===== config.mk =====
export PLATFORM = sky130hd
export DESIGN_NAME = wishbone_arbiter
export DESIGN_NICKNAME = d
export VERILOG_FILES = /design/src/rtl/mg_arb_pkg.sv /design/src/rtl/wb_watchdog.sv /design/src/rtl/wishbone_arbiter.sv
export SDC_FILE = /design/constraint.sdc
export NUM_CORES = 1
export LEC_CHECK = 0
export BUFFER_PORTS_ARGS = -buffer_cell sky130_fd_sc_hd__buf_2
export CORE_AREA = 2 2 127 129
export DETAILED_ROUTE_END_ITERATION = 10
export DIE_AREA = 0 0 129 131
export HOLD_SLACK_MARGIN = 0.05
export SKIP_LAST_GASP = 1
export SYNTH_ARGS = -nofsm -noshare
export SYNTH_HDL_FRONTEND = slang
export SYNTH_SLANG_ARGS = --single-unit

===== constraint.sdc =====
create_clock -name clk -period 5.6 [get_ports clk]
set_input_delay 0 -clock clk [delete_from_list [all_inputs] [get_ports clk]]
set_output_delay 0 -clock clk [all_outputs]
set_load 0.02 [all_outputs]

===== src/rtl/mg_arb_pkg.sv =====
// Shared types and constants for the two-master Wishbone arbiter.
// Latency: none (declarations only); backpressure: not applicable.
package mg_arb_pkg;

    typedef enum logic [1:0] {
        IDLE = 2'd0,
        OWN0 = 2'd1,
        OWN1 = 2'd2,
        TERM = 2'd3
    } arb_state_t;

    localparam int          NUM_MASTERS = 2;
    localparam logic [31:0] TERM_DATA   = 32'hFFFF_FFFF;

    // One master's request bundle, muxed as a unit onto the slave side.
    typedef struct packed {
        logic [31:0] adr;
        logic [31:0] dat;
        logic [3:0]  sel;
        logic        stb;
        logic        cyc;
        logic        we;
        logic        msk;
    } wb_req_t;

endpackage


===== src/rtl/wb_watchdog.sv =====
// Counts strobed, un-acked bus cycles and fires on the last one before TIMEOUT.
// Latency: fire is combinational from the count; backpressure: none, clear wins over counting.
module wb_watchdog #(
    parameter int TIMEOUT  = 1024,
    parameter int TO_WIDTH = 16
) (
    input  logic clk,
    input  logic rst,
    input  logic clear,
    input  logic enable,
    output logic fire
);

    localparam logic [TO_WIDTH-1:0] LIMIT = TO_WIDTH'(TIMEOUT);
    localparam logic [TO_WIDTH-1:0] LAST  = LIMIT - TO_WIDTH'(1);

    logic [TO_WIDTH-1:0] count;

    always_ff @(posedge clk or negedge rst) begin
        if (!rst) begin
            count <= '0;
        end else if (clear || !enable) begin
            count <= '0;
        end else if (count != LIMIT) begin
            count <= count + TO_WIDTH'(1);
        end
    end

    // TIMEOUT of 0 disables the watchdog entirely.
    assign fire = (TIMEOUT != 0) && enable && !clear && (count == LAST);

endmodule


===== src/rtl/wishbone_arbiter.sv =====
// Two-master round-robin Wishbone arbiter granting whole cyc periods, with ack watchdog.
// Latency: 1-cycle grant, combinational data path; backpressure: losing master waits on cyc.
module wishbone_arbiter
    import mg_arb_pkg::*;
#(
    parameter int TIMEOUT  = 1024,
    parameter int TO_WIDTH = 16
) (
    input  logic                   clk,
    input  logic                   rst,
    input  logic [31:0]            m0_adr_i,
    input  logic [31:0]            m0_dat_i,
    input  logic                   m0_stb_i,
    input  logic                   m0_cyc_i,
    input  logic                   m0_we_i,
    input  logic                   m0_msk_i,
    input  logic [3:0]             m0_sel_i,
    output logic [31:0]            m0_dat_o,
    output logic                   m0_ack_o,
    output logic                   m0_int_o,
    input  logic [31:0]            m1_adr_i,
    input  logic [31:0]            m1_dat_i,
    input  logic                   m1_stb_i,
    input  logic                   m1_cyc_i,
    input  logic                   m1_we_i,
    input  logic                   m1_msk_i,
    input  logic [3:0]             m1_sel_i,
    output logic [31:0]            m1_dat_o,
    output logic                   m1_ack_o,
    output logic                   m1_int_o,
    output logic [31:0]            s_adr_o,
    output logic [31:0]            s_dat_o,
    output logic                   s_stb_o,
    output logic                   s_cyc_o,
    output logic                   s_we_o,
    output logic                   s_msk_o,
    output logic [3:0]             s_sel_o,
    input  logic [31:0]            s_dat_i,
    input  logic                   s_ack_i,
    input  logic                   s_int_i,
    output logic [NUM_MASTERS-1:0] grant_o,
    output logic                   timeout_o
);

    arb_state_t state, state_nxt;
    logic       last_owner, last_owner_nxt;
    logic       term_owner;
    logic       term_first;
    logic       wd_fire;
    logic       own_stb;
    wb_req_t    req0, req1, bus;

    assign req0 = '{adr: m0_adr_i, dat: m0_dat_i, sel: m0_sel_i, stb: m0_stb_i,
                    cyc: m0_cyc_i, we: m0_we_i, msk: m0_msk_i};
    assign req1 = '{adr: m1_adr_i, dat: m1_dat_i, sel: m1_sel_i, stb: m1_stb_i,
                    cyc: m1_cyc_i, we: m1_we_i, msk: m1_msk_i};

    // Derived from raw inputs rather than the muxed bus to keep fire free of loops.
    assign own_stb = ((state == OWN0) && m0_stb_i) || ((state == OWN1) && m1_stb_i);

    wb_watchdog #(
        .TIMEOUT  (TIMEOUT),
        .TO_WIDTH (TO_WIDTH)
    ) u_watchdog (
        .clk    (clk),
        .rst    (rst),
        .clear  (s_ack_i || !own_stb),
        .enable ((state == OWN0) || (state == OWN1)),
        .fire   (wd_fire)
    );

    always_ff @(posedge clk or negedge rst) begin
        if (!rst) begin
            state      <= IDLE;
            last_owner <= 1'b1;
            term_owner <= 1'b0;
            term_first <= 1'b0;
        end else begin
            state      <= state_nxt;
            last_owner <= last_owner_nxt;
            term_first <= (state_nxt == TERM) && (state != TERM);
            if ((state_nxt == TERM) && (state != TERM)) begin
                term_owner <= (state == OWN1);
            end
        end
    end

    always_comb begin
        state_nxt      = state;
        last_owner_nxt = last_owner;
        bus            = '0;
        grant_o        = '0;
        m0_ack_o       = 1'b0;
        m1_ack_o       = 1'b0;
        timeout_o      = 1'b0;
        m0_dat_o       = s_dat_i;
        m1_dat_o       = s_dat_i;
        case (state)
            IDLE: begin
                if (m0_cyc_i && m1_cyc_i) begin
                    state_nxt = last_owner ? OWN0 : OWN1;
                end else if (m0_cyc_i) begin
                    state_nxt = OWN0;
                end else if (m1_cyc_i) begin
                    state_nxt = OWN1;
                end
            end
            OWN0: begin
                bus      = req0;
                grant_o  = 2'b01;
                m0_ack_o = s_ack_i;
                if (!m0_cyc_i) begin
                    state_nxt      = IDLE;
                    last_owner_nxt = 1'b0;
                end else if (wd_fire) begin
                    state_nxt = TERM;
                end
            end
            OWN1: begin
                bus      = req1;
                grant_o  = 2'b10;
                m1_ack_o = s_ack_i;
                if (!m1_cyc_i) begin
                    state_nxt      = IDLE;
                    last_owner_nxt = 1'b1;
                end else if (wd_fire) begin
                    state_nxt = TERM;
                end
            end
            TERM: begin
                // Slave is released; owner gets a single error-data ack on entry.
                bus     = term_owner ? req1 : req0;
                bus.stb = 1'b0;
                bus.cyc = 1'b0;
                grant_o = term_owner ? 2'b10 : 2'b01;
                if (term_first) begin
                    timeout_o = 1'b1;
                    if (term_owner) begin
                        m1_ack_o = 1'b1;
                        m1_dat_o = TERM_DATA;
                    end else begin
                        m0_ack_o = 1'b1;
                        m0_dat_o = TERM_DATA;
                    end
                end
                if (!(term_owner ? m1_cyc_i : m0_cyc_i)) begin
                    state_nxt      = IDLE;
                    last_owner_nxt = term_owner;
                end
            end
        endcase
    end

    assign s_adr_o  = bus.adr;
    assign s_dat_o  = bus.dat;
    assign s_sel_o  = bus.sel;
    assign s_stb_o  = bus.stb;
    assign s_cyc_o  = bus.cyc;
    assign s_we_o   = bus.we;
    assign s_msk_o  = bus.msk;
    assign m0_int_o = s_int_i;
    assign m1_int_o = s_int_i;

endmodule


Yosys cells after proc, flatten, opt, wreduce, memory -nomap -nowiden

Cells that the tools add are included.

$add $sub $neg: 1
Equality and inequality tests: 10
Mux-type cells: 34
Reductions and logical operators: 17

Operator list:

| operator                                                          | number |
|---|---|
| 72-bit case mux with 3 select lines                               | 1 |
| 32-bit two-way mux                                                | 6 |
| 72-bit two-way mux                                                | 1 |
| 16-bit two-way mux                                                | 2 |
| 2-bit two-way mux                                                 | 9 |
| 16-bit by 1-bit adder with 16-bit output, second input constant   | 1 |
| 16-bit by 10-bit == test with 1-bit output, second input constant | 1 |
| 16-bit by 11-bit != test with 1-bit output, second input constant | 1 |
| 1-bit two-way mux                                                 | 10 |
| 2-bit != test, second input constant                              | 4 |
| 2-bit case mux with 4 select lines                                | 1 |
| 2-bit == test, second input constant                              | 3 |
| 1-bit logical AND                                                 | 6 |
| 2-bit case mux with 3 select lines                                | 1 |
| 1-bit logical OR                                                  | 4 |
| 1-bit case mux with 2 select lines                                | 2 |
| 4-bit AND reduction                                               | 1 |
| 1-bit logical NOT                                                 | 3 |
| 1-bit case mux with 3 select lines                                | 1 |
| 3-bit nonzero test                                                | 1 |
| 2-bit by 1-bit == test with 1-bit output, second input constant   | 1 |
| 2-bit logical NOT                                                 | 1 |
| 2-bit nonzero test                                                | 1 |

Register bits: 21
Input bits: 180
Output and inout bits: 143
Word-level logic and storage cells: 67

Depth between registers and ports, before layout

Depth in word-level cells: 13
Mapped depth: 9
Depth with buffers taken out: 8

Cells and area by module

A second synthesis with hierarchy kept.

Cell total of the unflattened synthesis: 385
Area, all modules: 2677.6 um^2

Modules (own cells, without submodules):

| module           | instances | cells an instance | area each (um^2) | seq. area each (um^2) |
|---|---|---|---|---|
| wishbone_arbiter | 1         | 285               | 1752.9           | 126.4 |
| wb_watchdog      | 1         | 100               | 924.6            | 400.4 |

Worst setup path after synthesis

Ideal clock, no wire load.

Path kind: reg2reg
Start point: reg state[0]
End point: reg term_owner
Setup time: 125 ps
Data arrival time: 2073 ps
Required time: 5475 ps
Setup slack: 3402 ps
Stages on the path, launching flop included: 10
Buffers on the path: 1
Clock period less this slack: 2198 ps
Cell sequence: dfrtp_1 inv_1 ha_1 a22oi_1 or3b_1 buf_6 nor3_2 nand4b_1 a21oi_2 mux2_4

Cells in the longest elaborated chain, start to end: 13
Elaborated cells on any way between the ends: 24
Those cells by class: 5 x eq/ne; 8 x mux; 11 x reduce/logical

RTL lines:

| element                                                                          | RTL line                                         | text |
|---|---|---|
| start, declared                                                                  | wishbone_arbiter.sv:45                           | `arb_state_t state, state_nxt;` |
| start signal, assigned                                                           | wishbone_arbiter.sv:79                           | `state <= state_nxt;` |
| 2-bit by 1-bit == test with 1-bit output / 2-bit == test (equally long branches) | -                                                |  |
| 1-bit logical AND                                                                | wishbone_arbiter.sv:59                           | `assign own_stb = ((state == OWN0) && m0_stb_i) \|\| ((state == OWN1) && m1_stb_i);` |
| 1-bit logical OR                                                                 | wishbone_arbiter.sv:59                           |  |
| 1-bit logical NOT                                                                | wishbone_arbiter.sv:67                           | `.clear (s_ack_i \|\| !own_stb),` |
| 1-bit logical OR                                                                 | wishbone_arbiter.sv:67                           |  |
| 1-bit logical NOT                                                                | wb_watchdog.sv:30                                | `assign fire = (TIMEOUT != 0) && enable && !clear && (count == LAST);` |
| 1-bit logical AND (2 in a row)                                                   | wb_watchdog.sv:30                                |  |
| 2-bit two-way mux                                                                | wishbone_arbiter.sv:115, wishbone_arbiter.sv:126 |  |
| 2-bit two-way mux (on tied branches)                                             | wishbone_arbiter.sv:123, wishbone_arbiter.sv:112 |  |
| 2-bit case mux with 4 select lines                                               | wishbone_arbiter.sv:98                           | `case (state)` |
| 2-bit == test                                                                    | wishbone_arbiter.sv:82                           | `if ((state_nxt == TERM) && (state != TERM)) begin` |
| 1-bit logical AND                                                                | wishbone_arbiter.sv:82                           |  |
| end signal, assigned                                                             | wishbone_arbiter.sv:83                           | `term_owner <= (state == OWN1);` |
| end, declared                                                                    | wishbone_arbiter.sv:47                           | `logic term_owner;` |

Parallel ways exist; a longest one is shown, timed or not.
A chain may end at the register's enable or synchronous reset.

Worst setup path after layout

Same ends and word-level chain as after synthesis.

==> metrics <==
ys async rst share=1.000; Final Net Count=854; initial core utilization=0.1655; power density cells=385.6 nW/µm²; chip height=131 µm; share of cells above drive strength 1=0.5067; final instance area=4432 µm²; Worst EP arrival=2.95 ns; grt ovf=0; CP Class=flip-flop to flip-flop; max cap viols=0; Worst Path Required=5.75 ns; Total GRT Usage=0.1246; Num CTS Buffers=3; post-placement cell count=877; Core ar.=15600 µm²; CTS tree=done; crit-path max FO=73; Post-DRT Antenna Nets=0; first-pass GRT wire length=16770 µm; worst vdd ir=170.6 µV; # Post-CTS Setup Buffers=0; Worst-Margin Slew=1.036 ns; normalized max-slew margin=0.3080; DP Area=4330 µm²; Mapped Area=2581 µm²; Worst-Skew Late Latency=0.26 ns; antenna violations before repair=0; WL final=12530 µm; RSZ-0062 raised after global routing=no; clk slew on worst S/H paths=0.06 ns; H-tree depth=1; Tot Pwr=1709 µW; Row Count=46; Worst setup EP type=flip-flop; Fin Setup TNS=0 ns; Placer Congestion=0.7406; EDFF count, synth=0; largest net degree at the start of global routing=78; DIE WIDTH=129 µm; status=complete, no violations; post-CTS resize count=0; setup ws final=2.797 ns; synthesized instance count=372; post-synth cell types=46; hold crit path type=input pin to flip-flop; fmax=356.7 MHz; vias per inst=4.271; Yosys warnings=0; clk sinks=21; WL/cell=14.17 µm; CTS root buf=clkbuf_16; clock buffer depth=2; flops & latches, synth=21; io pins=323; Area Growth Syn to Fin=71.69%; Final Max Tran Viols=0; vias in the first global route=3133; syn avg cell area=6.939 µm²; CP Launch Type=flip-flop; Clock Skew=0.002537 ns; Die ar.=16900 µm²; period utilization=0.5006; sequential fraction of the synthesis area=0.2041; Final Setup Violations=0; Post-synth top flop=dfrtp_1; Period minus WS final=2.803 ns; syn_nets=558; Setup WS pre-CTS=2.755 ns; Static Leak=0.002447 µW; Vias=3776; First-pass DRT Iterations=5; Iteration-0 DRC Markers=230; hpwl dp=10360 µm; hold_buf cts=2; fin cells=884; Final Hold Fails=0; port bufs=319; DRC viols=0
-- power breakdown --
group          internal, µW  switching, µW  leakage (µW)
Clock                  97.2           57.9     0.0000382
Combinational           450            913       0.00212
Sequential              171           20.0      0.000286
Total                   718            991       0.00245
-- area by class of cell --
type                            count  area [µm²]
Fill cell                        1783       11170
Multi-Input combinational cell    311        1884
Timing Repair Buffer              325        1647
Sequential cell                    21       526.8
Tap cell                          216       270.3
Clock buffer                        4       78.83
Inverter                            6       22.52
Antenna cell                        1       2.502
-- cell usage in the layout (no fill, tap or decap), types with 2 or more instances in the layout --
| cell type | instances |
|---|---|
| buf_2 | 319 |
| nor2_1 | 89 |
| a22oi_1 | 72 |
| nand2b_1 | 66 |
| dfrtp_1 | 20 |
| nand2_1 | 15 |
| xor2_1 | 10 |
| o21ai_0 | 6 |
| nand3_1 | 6 |
| ha_1 | 5 |
| inv_1 | 4 |
| a21oi_1 | 4 |
| buf_4 | 4 |
| or3_1 | 3 |
| nand4_1 | 3 |
| clkbuf_16 | 3 |
| or4_1 | 2 |
| or3b_1 | 2 |
| a32o_1 | 2 |
| nor3_1 | 2 |
| nor4_1 | 2 |
| xnor2_1 | 2 |
| dlygate4sd3_1 | 2 |
-- state kept, by name, indices dropped and copies added (netlist names) --
register	flops
u_watchdog.count	16
state	2
last_owner	1
term_first	1
term_owner	1
-- logic make-up (layout without fill, tap and decap cells) --
logic type	after synthesis	in the layout	share of synthesized area
other cells	0	1	0
compound gates	89	89	0.2555
flops	21	21	0.2041
fa+ha+maj	6	6	0.02908
buf+inv	40	335	0.06737
mux	1	1	0.005815
xor+xnor	12	12	0.04072
simple gates	203	203	0.3975
-- per-layer routing --
layer,vias to the layer above,share of wire,GRT usage
met4,0,0.0050,0.01790
li1,1882,-,-
met2,211,0.46,0.2004
met3,5,0.077,0.01832
met1,1678,0.45,0.1807
met5,-,0,0
-- cell usage after synthesis, types with 3 or more instances --
library cell	instances	area (µm²)
a21oi_1	4	20.02
dfrtp_1	20	500.5
nand3_1	6	30.03
o21ai_0	6	30.03
a22oi_1	72	540.5
or3_1	3	18.77
nor2_1	89	334.1
clkbuf_1	28	105.1
ha_1	6	75.07
xor2_1	10	87.58
nand4_1	3	18.77
nand2_1	15	56.30
nand2b_1	66	412.9
inv_1	4	15.01
-- metrics by stage --
| step | hold WS (ns) | utilization |
|---|---|---|
| 5_1_grt | 0.1327 | 0.2840 |
| 4_1_cts | 0.1187 | 0.2840 |
| 2_1_floorplan | -0.2956 | - |
| 6_report | 0.1181 | 0.2841 |
| 3_3_place_gp | -0.01262 | 0.2776 |
| 3_5_place_dp | -0.009918 | 0.2776 |
-- critical path: stages, from the launching register on --
cell and delay (ns):
dfrtp_1 0.44, inv_1 0.15, ha_1 0.27, a21o_2 0.12
buf_4 0.55, nor4b_1 0.45, o32ai_2 0.17, a21oi_2 0.21
mux2_4 0.31
-- worst paths after layout --
kind | startpoint | endpoint | slack (ns) | cells past startpoint
worst max-delay path | state[0] | term_owner | 2.80 | 8
worst min-delay path | m1_cyc_i | last_owner | 0.12 | 3
worst max register to register | state[0] | term_owner | 2.80 | 8
worst min register to register | last_owner | last_owner | 0.51 | 1
max in group asynchronous | rst | last_owner | 5.04 | 2
min in group asynchronous | rst | u_watchdog.count[12] | 0.22 | 2
Power figures use the tool's default switching activity.
